`config.mk`:
```
export PLATFORM = sky130hd
export DESIGN_NAME = contador_ajuste_mod
export DESIGN_NICKNAME = d
export VERILOG_FILES = /design/src/rtl/contador_pkg.sv /design/src/rtl/contador_ajuste_mod_repetidor_boton.sv /design/src/rtl/contador_ajuste_mod.sv
export SDC_FILE = /design/constraint.sdc
export NUM_CORES = 1
export LEC_CHECK = 0
export ABC_AREA = 1
export BUFFER_PORTS_ARGS = -buffer_cell sky130_fd_sc_hd__buf_2
export CORE_MARGIN = 5
export CORE_UTILIZATION = 51
export CTS_CLUSTER_SIZE = 10
export DETAILED_ROUTE_END_ITERATION = 7
export PLACE_DENSITY_LB_ADDON = 0.3
export SLEW_MARGIN = 25
export SYNTH_ARGS = -nofsm -noshare
export SYNTH_HDL_FRONTEND = slang
export SYNTH_HIERARCHICAL = 1
export SYNTH_SLANG_ARGS = --single-unit
export TNS_END_PERCENT = 10
```
`constraint.sdc`:
```
create_clock -name clk -period 2 [get_ports clk]
set_input_delay 0.4 -clock clk [delete_from_list [all_inputs] [get_ports clk]]
set_output_delay 0.4 -clock clk [all_outputs]
set_load 0.1 [all_outputs]
```
`src/rtl/contador_pkg.sv`:
```
// Shared definitions for the adjustable date/time field counter:
// repeat FSM encodings, step direction constants and elaboration helpers.
package contador_pkg;

  typedef enum logic [1:0] {
    ST_IDLE   = 2'd0,
    ST_DELAY  = 2'd1,
    ST_REPEAT = 2'd2
  } state_t;

  localparam logic DIR_UP   = 1'b0;
  localparam logic DIR_DOWN = 1'b1;

  // Ceiling log2, used to size the repeat timers at elaboration time.
  function automatic int clog2(input longint v);
    int r;
    r = 0;
    for (int i = 0; i < 63; i++) begin
      if ((64'sd1 <<< i) < v) r = i + 1;
    end
    return r;
  endfunction

  // Number of decimal digits needed to show a value.
  function automatic int num_digits(input int unsigned v);
    int          d;
    int unsigned x;
    d = 1;
    x = v;
    for (int i = 0; i < 10; i++) begin
      if (x >= 10) begin
        x = x / 10;
        d = d + 1;
      end
    end
    return d;
  endfunction

  // Packed BCD of a constant (up to 8 digits), used for reset values.
  function automatic logic [31:0] bin2bcd(input int unsigned v);
    logic [31:0] r;
    int unsigned x;
    r = '0;
    x = v;
    for (int i = 0; i < 8; i++) begin
      r[4*i +: 4] = 4'(x % 10);
      x = x / 10;
    end
    return r;
  endfunction

endpackage

```
`src/rtl/contador_ajuste_mod_repetidor_boton.sv`:
```
// Button front end for the adjustable counter: registers the debounced
// buttons, detects presses and runs the hold/auto-repeat FSM, emitting
// single-cycle step_up / step_down pulses.
module repetidor_boton
  import contador_pkg::*;
#(
  parameter int REPEAT_DELAY = 50_000_000,
  parameter int REPEAT_RATE  = 10_000_000
) (
  input  logic clk,
  input  logic reset,
  input  logic boton_aumenta,
  input  logic boton_disminuye,
  output logic step_up,
  output logic step_down
);

  localparam int TMAX = (REPEAT_DELAY > REPEAT_RATE) ? REPEAT_DELAY : REPEAT_RATE;
  localparam int TW   = (clog2(TMAX) < 1) ? 1 : clog2(TMAX);
  localparam logic [TW-1:0] DELAY_LAST = TW'(REPEAT_DELAY - 1);
  localparam logic [TW-1:0] RATE_LAST  = TW'(REPEAT_RATE - 1);

  // Bit 0 is the up button, bit 1 the down button.
  logic [1:0]    btn_q, btn_d, btn_prev_q, btn_prev_d, armed_q, armed_d;
  state_t        state_q, state_d;
  logic          dir_q, dir_d;
  logic [TW-1:0] delay_cnt_q, delay_cnt_d, rate_cnt_q, rate_cnt_d;
  logic          step, step_dir;
  logic [1:0]    rise;
  logic          press_up, press_dn, latched_btn, abort;

  // State, timers and button sample registers; reset aborts any hold.
  always_ff @(posedge clk or posedge reset) begin
    if (reset) begin
      btn_q       <= 2'b00;
      btn_prev_q  <= 2'b00;
      armed_q     <= 2'b00;
      state_q     <= ST_IDLE;
      dir_q       <= DIR_UP;
      delay_cnt_q <= '0;
      rate_cnt_q  <= '0;
    end else begin
      btn_q       <= btn_d;
      btn_prev_q  <= btn_prev_d;
      armed_q     <= armed_d;
      state_q     <= state_d;
      dir_q       <= dir_d;
      delay_cnt_q <= delay_cnt_d;
      rate_cnt_q  <= rate_cnt_d;
    end
  end

  // Press detection and repeat FSM; a button held through reset stays
  // disarmed until it has been seen released, so it cannot step on its own.
  always_comb begin
    btn_d       = {boton_disminuye, boton_aumenta};
    btn_prev_d  = btn_q;
    armed_d     = armed_q | ~{boton_disminuye, boton_aumenta};
    state_d     = state_q;
    dir_d       = dir_q;
    delay_cnt_d = delay_cnt_q;
    rate_cnt_d  = rate_cnt_q;
    step        = 1'b0;
    step_dir    = dir_q;

    rise        = btn_q & ~btn_prev_q & armed_q;
    press_up    = rise[0] & ~btn_q[1];
    press_dn    = rise[1] & ~btn_q[0];
    latched_btn = (dir_q == DIR_UP) ? btn_q[0] : btn_q[1];
    abort       = ~latched_btn | (&btn_q);

    case (state_q)
      ST_IDLE: begin
        delay_cnt_d = '0;
        rate_cnt_d  = '0;
        if (press_up) begin
          step     = 1'b1;
          step_dir = DIR_UP;
          dir_d    = DIR_UP;
          state_d  = ST_DELAY;
        end else if (press_dn) begin
          step     = 1'b1;
          step_dir = DIR_DOWN;
          dir_d    = DIR_DOWN;
          state_d  = ST_DELAY;
        end
      end
      ST_DELAY: begin
        if (abort) begin
          state_d     = ST_IDLE;
          delay_cnt_d = '0;
        end else if (delay_cnt_q == DELAY_LAST) begin
          step        = 1'b1;
          state_d     = ST_REPEAT;
          delay_cnt_d = '0;
          rate_cnt_d  = '0;
        end else begin
          delay_cnt_d = delay_cnt_q + TW'(1);
        end
      end
      ST_REPEAT: begin
        if (abort) begin
          state_d    = ST_IDLE;
          rate_cnt_d = '0;
        end else if (rate_cnt_q == RATE_LAST) begin
          step       = 1'b1;
          rate_cnt_d = '0;
        end else begin
          rate_cnt_d = rate_cnt_q + TW'(1);
        end
      end
      default: begin
        state_d     = ST_IDLE;
        delay_cnt_d = '0;
        rate_cnt_d  = '0;
      end
    endcase

    step_up   = step & (step_dir == DIR_UP);
    step_down = step & (step_dir == DIR_DOWN);
  end

endmodule

```
`src/rtl/contador_ajuste_mod.sv`:
```
// Up/down modulo counter for an adjustable date/time field with button
// stepping and auto-repeat, synchronous load, cascade increment and carry.
// Optional registered BCD output when CONTADOR_BCD_EN is defined.
module contador_ajuste_mod
  import contador_pkg::*;
#(
  parameter int WIDTH        = 7,
  parameter int MIN_VAL      = 0,
  parameter int MAX_VAL      = 99,
  parameter int RESET_VAL    = MIN_VAL,
  parameter int REPEAT_DELAY = 50_000_000,
  parameter int REPEAT_RATE  = 10_000_000
) (
  input  logic             clk,
  input  logic             reset,
  input  logic             boton_aumenta,
  input  logic             boton_disminuye,
  input  logic             inc_in,
  input  logic             load_en,
  input  logic [WIDTH-1:0] load_val,
  output logic [WIDTH-1:0] countyears,
  output logic             carry_out
`ifdef CONTADOR_BCD_EN
  ,
  output logic [4*num_digits(MAX_VAL)-1:0] countyears_bcd
`endif
);

  localparam logic [WIDTH-1:0] MIN_W = WIDTH'(MIN_VAL);
  localparam logic [WIDTH-1:0] MAX_W = WIDTH'(MAX_VAL);
  localparam logic [WIDTH-1:0] RST_W = WIDTH'(RESET_VAL);

  logic [WIDTH-1:0] count_q, count_d, up_val, down_val;
  logic [WIDTH:0]   load_plus1;
  logic             load_ok;
  logic             carry_q, carry_d;
  logic             step_up, step_down;

  repetidor_boton #(
    .REPEAT_DELAY (REPEAT_DELAY),
    .REPEAT_RATE  (REPEAT_RATE)
  ) u_repetidor (
    .clk             (clk),
    .reset           (reset),
    .boton_aumenta   (boton_aumenta),
    .boton_disminuye (boton_disminuye),
    .step_up         (step_up),
    .step_down       (step_down)
  );

  // Next count by priority: load, then button step, then cascade increment.
  always_comb begin
    count_d    = count_q;
    carry_d    = 1'b0;
    up_val     = (count_q == MAX_W) ? MIN_W : count_q + WIDTH'(1);
    down_val   = (count_q == MIN_W) ? MAX_W : count_q - WIDTH'(1);
    load_plus1 = {1'b0, load_val} + (WIDTH+1)'(1);
    load_ok    = (load_plus1 > (WIDTH+1)'(MIN_VAL)) && (load_val <= MAX_W);
    if (load_en) begin
      count_d = load_ok ? load_val : MIN_W;
    end else if (step_up) begin
      count_d = up_val;
    end else if (step_down) begin
      count_d = down_val;
    end else if (inc_in) begin
      count_d = up_val;
      carry_d = (count_q == MAX_W);
    end
  end

  // Count and carry registers.
  always_ff @(posedge clk or posedge reset) begin
    if (reset) begin
      count_q <= RST_W;
      carry_q <= 1'b0;
    end else begin
      count_q <= count_d;
      carry_q <= carry_d;
    end
  end

  assign countyears = count_q;
  assign carry_out  = carry_q;

`ifdef CONTADOR_BCD_EN
  localparam int          DIG      = num_digits(MAX_VAL);
  localparam logic [31:0] BCD_RST  = bin2bcd(RESET_VAL);

  logic [4*DIG-1:0] bcd_q, bcd_d;

  // Double-dabble conversion of the current count.
  always_comb begin
    bcd_d = '0;
    for (int i = WIDTH - 1; i >= 0; i--) begin
      for (int d = 0; d < DIG; d++) begin
        if (bcd_d[4*d +: 4] >= 4'd5) bcd_d[4*d +: 4] = bcd_d[4*d +: 4] + 4'd3;
      end
      bcd_d = {bcd_d[4*DIG-2:0], count_q[i]};
    end
  end

  // BCD register, one cycle behind the binary count.
  always_ff @(posedge clk or posedge reset) begin
    if (reset) bcd_q <= BCD_RST[4*DIG-1:0];
    else       bcd_q <= bcd_d;
  end

  assign countyears_bcd = bcd_q;
`endif

endmodule

```
==> impl_metrics.tcl <==
set metrics [dict create \
    port_buffer_count 20 \
    cts.reportedPaths.clkPinSlew_ps 90 \
    crit_path_start_kind "register" \
    final_layout_size_suffix_gt1_frac 0.229 \
    worst-slew-pin-transition_ps 536 \
    final.min_clock_period_ps 2210 \
    final_util 0.641 \
    cell_with_the_most_instances_after_synthesis "sky130_fd_sc_hd__nand2_1" \
    status "complete, but fails checks" \
    worstSetupEndpointType "register" \
    max_cap_violations 0 \
    antenna_left 0 \
    cts_tree "yes" \
    wire_length_of_the_first_global_routing_pass_um 21700 \
    place.detailed.instances 910 \
    yosysWarnings 6 \
    cts_root_buffer "sky130_fd_sc_hd__clkbuf_8" \
    cts.path.max_buffers 2 \
    synth-edff-count 0 \
    fin_worst_hold_slack_ps 171 \
    relSlewSlack 0.642 \
    top_post_synthesis_cells_by_count "sky130_fd_sc_hd__nand2_1, sky130_fd_sc_hd__nand3_1, sky130_fd_sc_hd__nor2_1" \
    tritoncts_num_sinks 69 \
    antenna_cells 0 \
    route.detailed.vias_per_inst 5.34 \
    place.detailed.hpwl_um 9450 \
    num-nets-final 830 \
    synth-main-ff-cell "sky130_fd_sc_hd__dfrtp_1" \
    vias_in_the_first_global_route 4866 \
    timing.final.setup_violations 7 \
    gp_routability_congestion 0.958 \
    min_period_over_period 1.11 \
    synthCells 713 \
    vdd_ir_drop_max_uv 357 \
    route.final.wire_length_um 12800 \
    crit_required_ps 2280 \
    synth.top_cells.by_area "sky130_fd_sc_hd__dfrtp_1, sky130_fd_sc_hd__nand2_1, sky130_fd_sc_hd__nand3_1, sky130_fd_sc_hd__nor2_1, sky130_fd_sc_hd__inv_1" \
    critical_path_arrival_ps 2490 \
    postSynth.asyncResetShare 1.00 \
    route.detailed.drc 0 \
    final_max_tran_viols 0 \
    worst-path-max-fanout 6 \
    start_util 0.521 \
    insertion_delay_of_the_later_clocked_pin_in_the_worst_skew_pair_ps 350 \
    synth_sequential_area_ratio 0.360 \
    dieArea_um2 11400 \
    syn_nets 731 \
    syn-mean-instance-area_um2 6.72 \
    hold_viol 0 \
    achievable-frequency_mhz 452 \
    layoutNonFillerInstCount 928 \
    setup_repair_after_global_routing_missed_its_margin "yes" \
    cts_max_level 3 \
    grt_antenna_before_repair 0 \
    total_power_mw 3.65 \
    grt_overflow_total 0 \
    grt_max_degree 32 \
    ys_types 42 \
    synth_cell_area_um2 4790 \
    failed_checks "negative setup slack" \
    yosys_register_bits 69 \
    detailedRoute.firstPassIterationCount 5 \
    grt_util_all_layers 0.231 \
    fp.dieH_um 107 \
    drt_first_iter_violations 387 \
    num_cts_buffers 9 \
    area_overhead_of_the_layout_relative_to_synthesis_pct 23.0 \
    timing.clock.skew_ps 13.4 \
    power_per_cell_area_nw_per_um2 619 \
    core-area_um2 9200 \
    netlist.area_leader.share 0.360 \
    vias 4952 \
    floorplan.io_pins 21 \
    critPathKind "register to register" \
    holdCritPathClass "input port to register" \
    leakage_power_summed_over_all_cells_nw 2.88 \
    rows 35 \
    setup_slack_ps -213 \
    routed_wire_length_per_instance_um 13.8 \
    die-width_um 107 \
    yosysTopAreaCell "sky130_fd_sc_hd__dfrtp_1" \
]
[final timing paths]
kind	startpoint	end	slack, ps	depth (start not counted)
worst max-delay path	u_repetidor/btn_prev_d[0]	countyears[6]	-210	12
max in group asynchronous	reset	u_repetidor/rate_cnt_q[17]	750	4
worst max register to register	u_repetidor/btn_prev_d[0]	countyears[6]	-210	12
worst min register to register	u_repetidor/btn_prev_d[0]	u_repetidor/btn_prev_q[0]	420	0
worst min-delay path	boton_aumenta	u_repetidor/btn_prev_d[0]	170	1
min in group asynchronous	reset	countyears[5]	570	3
[stage by stage]
step | area (um^2) | setup TNS, ps | setup slack, ps
detailed placement | 5600 | -1410 | -214
finish | 5900 | -1220 | -213
CTS | 5840 | -1310 | -199
floorplan | 4800 | -496 | -114
global placement | 5600 | -1040 | -163
global route | 5900 | -2450 | -371
[power breakdown]
| group | switching [mW] | internal [mW] |
|---|---|---|
| clock network | 0.585 | 0.745 |
| logic | 0.592 | 0.204 |
| registers | 0.0870 | 1.44 |
| total | 1.26 | 2.38 |
[routing by layer]
metal | wire (um) | GRT usage | up-vias | share of wire
li1 | - | - | 2487 | -
met1 | 5550 | 0.287 | 2320 | 0.43
met4 | 148 | 0.0749 | 0 | 0.012
met2 | 6550 | 0.407 | 129 | 0.51
met5 | 0 | 0 | - | 0
met3 | 530 | 0.0403 | 16 | 0.041
[layout make-up]
class | instances | area (um^2)
fillers | 819 | 3300
multi-input cells | 542 | 2720
flip-flops and latches | 69 | 1730
repair buffers | 106 | 764
inverters | 84 | 317
well taps | 111 | 139
clock buffers | 10 | 138
clock inverters | 6 | 93.8
[flip-flops by register name, indices dropped and copies added (netlist names)]
register / count
u_repetidor/rate_cnt_q: 26
countyears: 7
u_repetidor/delay_cnt_q: 26
u_repetidor/dir_q: 1
u_repetidor/armed_q: 2
carry_out: 1
u_repetidor/state_q: 2
u_repetidor/btn_prev_q: 2
u_repetidor/btn_prev_d: 2
[layout by cell type, fill, tap and decap left out, types with 3 or more instances in the layout]
cell and instances:
sky130_fd_sc_hd__nand4_1 25, sky130_fd_sc_hd__nor2_2 25, sky130_fd_sc_hd__dfrtp_1 69, sky130_fd_sc_hd__o21ai_0 15
sky130_fd_sc_hd__or2_2 3, sky130_fd_sc_hd__inv_1 75, sky130_fd_sc_hd__nand2_2 6, sky130_fd_sc_hd__nand3_1 97
sky130_fd_sc_hd__a21oi_1 5, sky130_fd_sc_hd__clkbuf_8 10, sky130_fd_sc_hd__nor2_4 5, sky130_fd_sc_hd__ha_1 5
sky130_fd_sc_hd__nor2_1 89, sky130_fd_sc_hd__xnor2_1 3, sky130_fd_sc_hd__inv_2 8, sky130_fd_sc_hd__buf_2 20
sky130_fd_sc_hd__xor2_1 17, sky130_fd_sc_hd__buf_4 83, sky130_fd_sc_hd__a31oi_1 5, sky130_fd_sc_hd__o21ai_1 3
sky130_fd_sc_hd__nand2_1 196, sky130_fd_sc_hd__nor3_1 14
[cells by family (layout without fill, tap and decap cells)]
family / count (synthesis) / count (layout) / share of synthesized area
simple gates: 478 / 478 / 0.457
buf+inv: 102 / 206 / 0.0848
flops: 69 / 69 / 0.360
compound gates: 39 / 39 / 0.0480
fa+ha+maj: 5 / 5 / 0.0131
xor+xnor: 20 / 20 / 0.0365
[timing repair]
action                                  in CTS  in global routing
cloned                                       0                  0
pin swaps                                    3                  7
endpoints found under the hold margin        1                  0
endpoints found under the setup margin       7                 14
buffers inserted                             0                  1
resized for setup                            0                 15
hold buffers                                 1                  0
[worst max-delay path, cell delays in order (launching register included)]
cell and delay [ps]:
sky130_fd_sc_hd__dfrtp_1 400, sky130_fd_sc_hd__inv_2 80, sky130_fd_sc_hd__nand2_2 50, sky130_fd_sc_hd__or3_4 320, sky130_fd_sc_hd__or2_4 250, sky130_fd_sc_hd__a21oi_4 130, sky130_fd_sc_hd__nor2_2 60, sky130_fd_sc_hd__nor2_2 140
sky130_fd_sc_hd__inv_2 70, sky130_fd_sc_hd__nor3_4 280, sky130_fd_sc_hd__buf_4 160, sky130_fd_sc_hd__a31oi_1 50, sky130_fd_sc_hd__a21oi_2 140
Note: power is estimated with default switching activity, not from simulation.
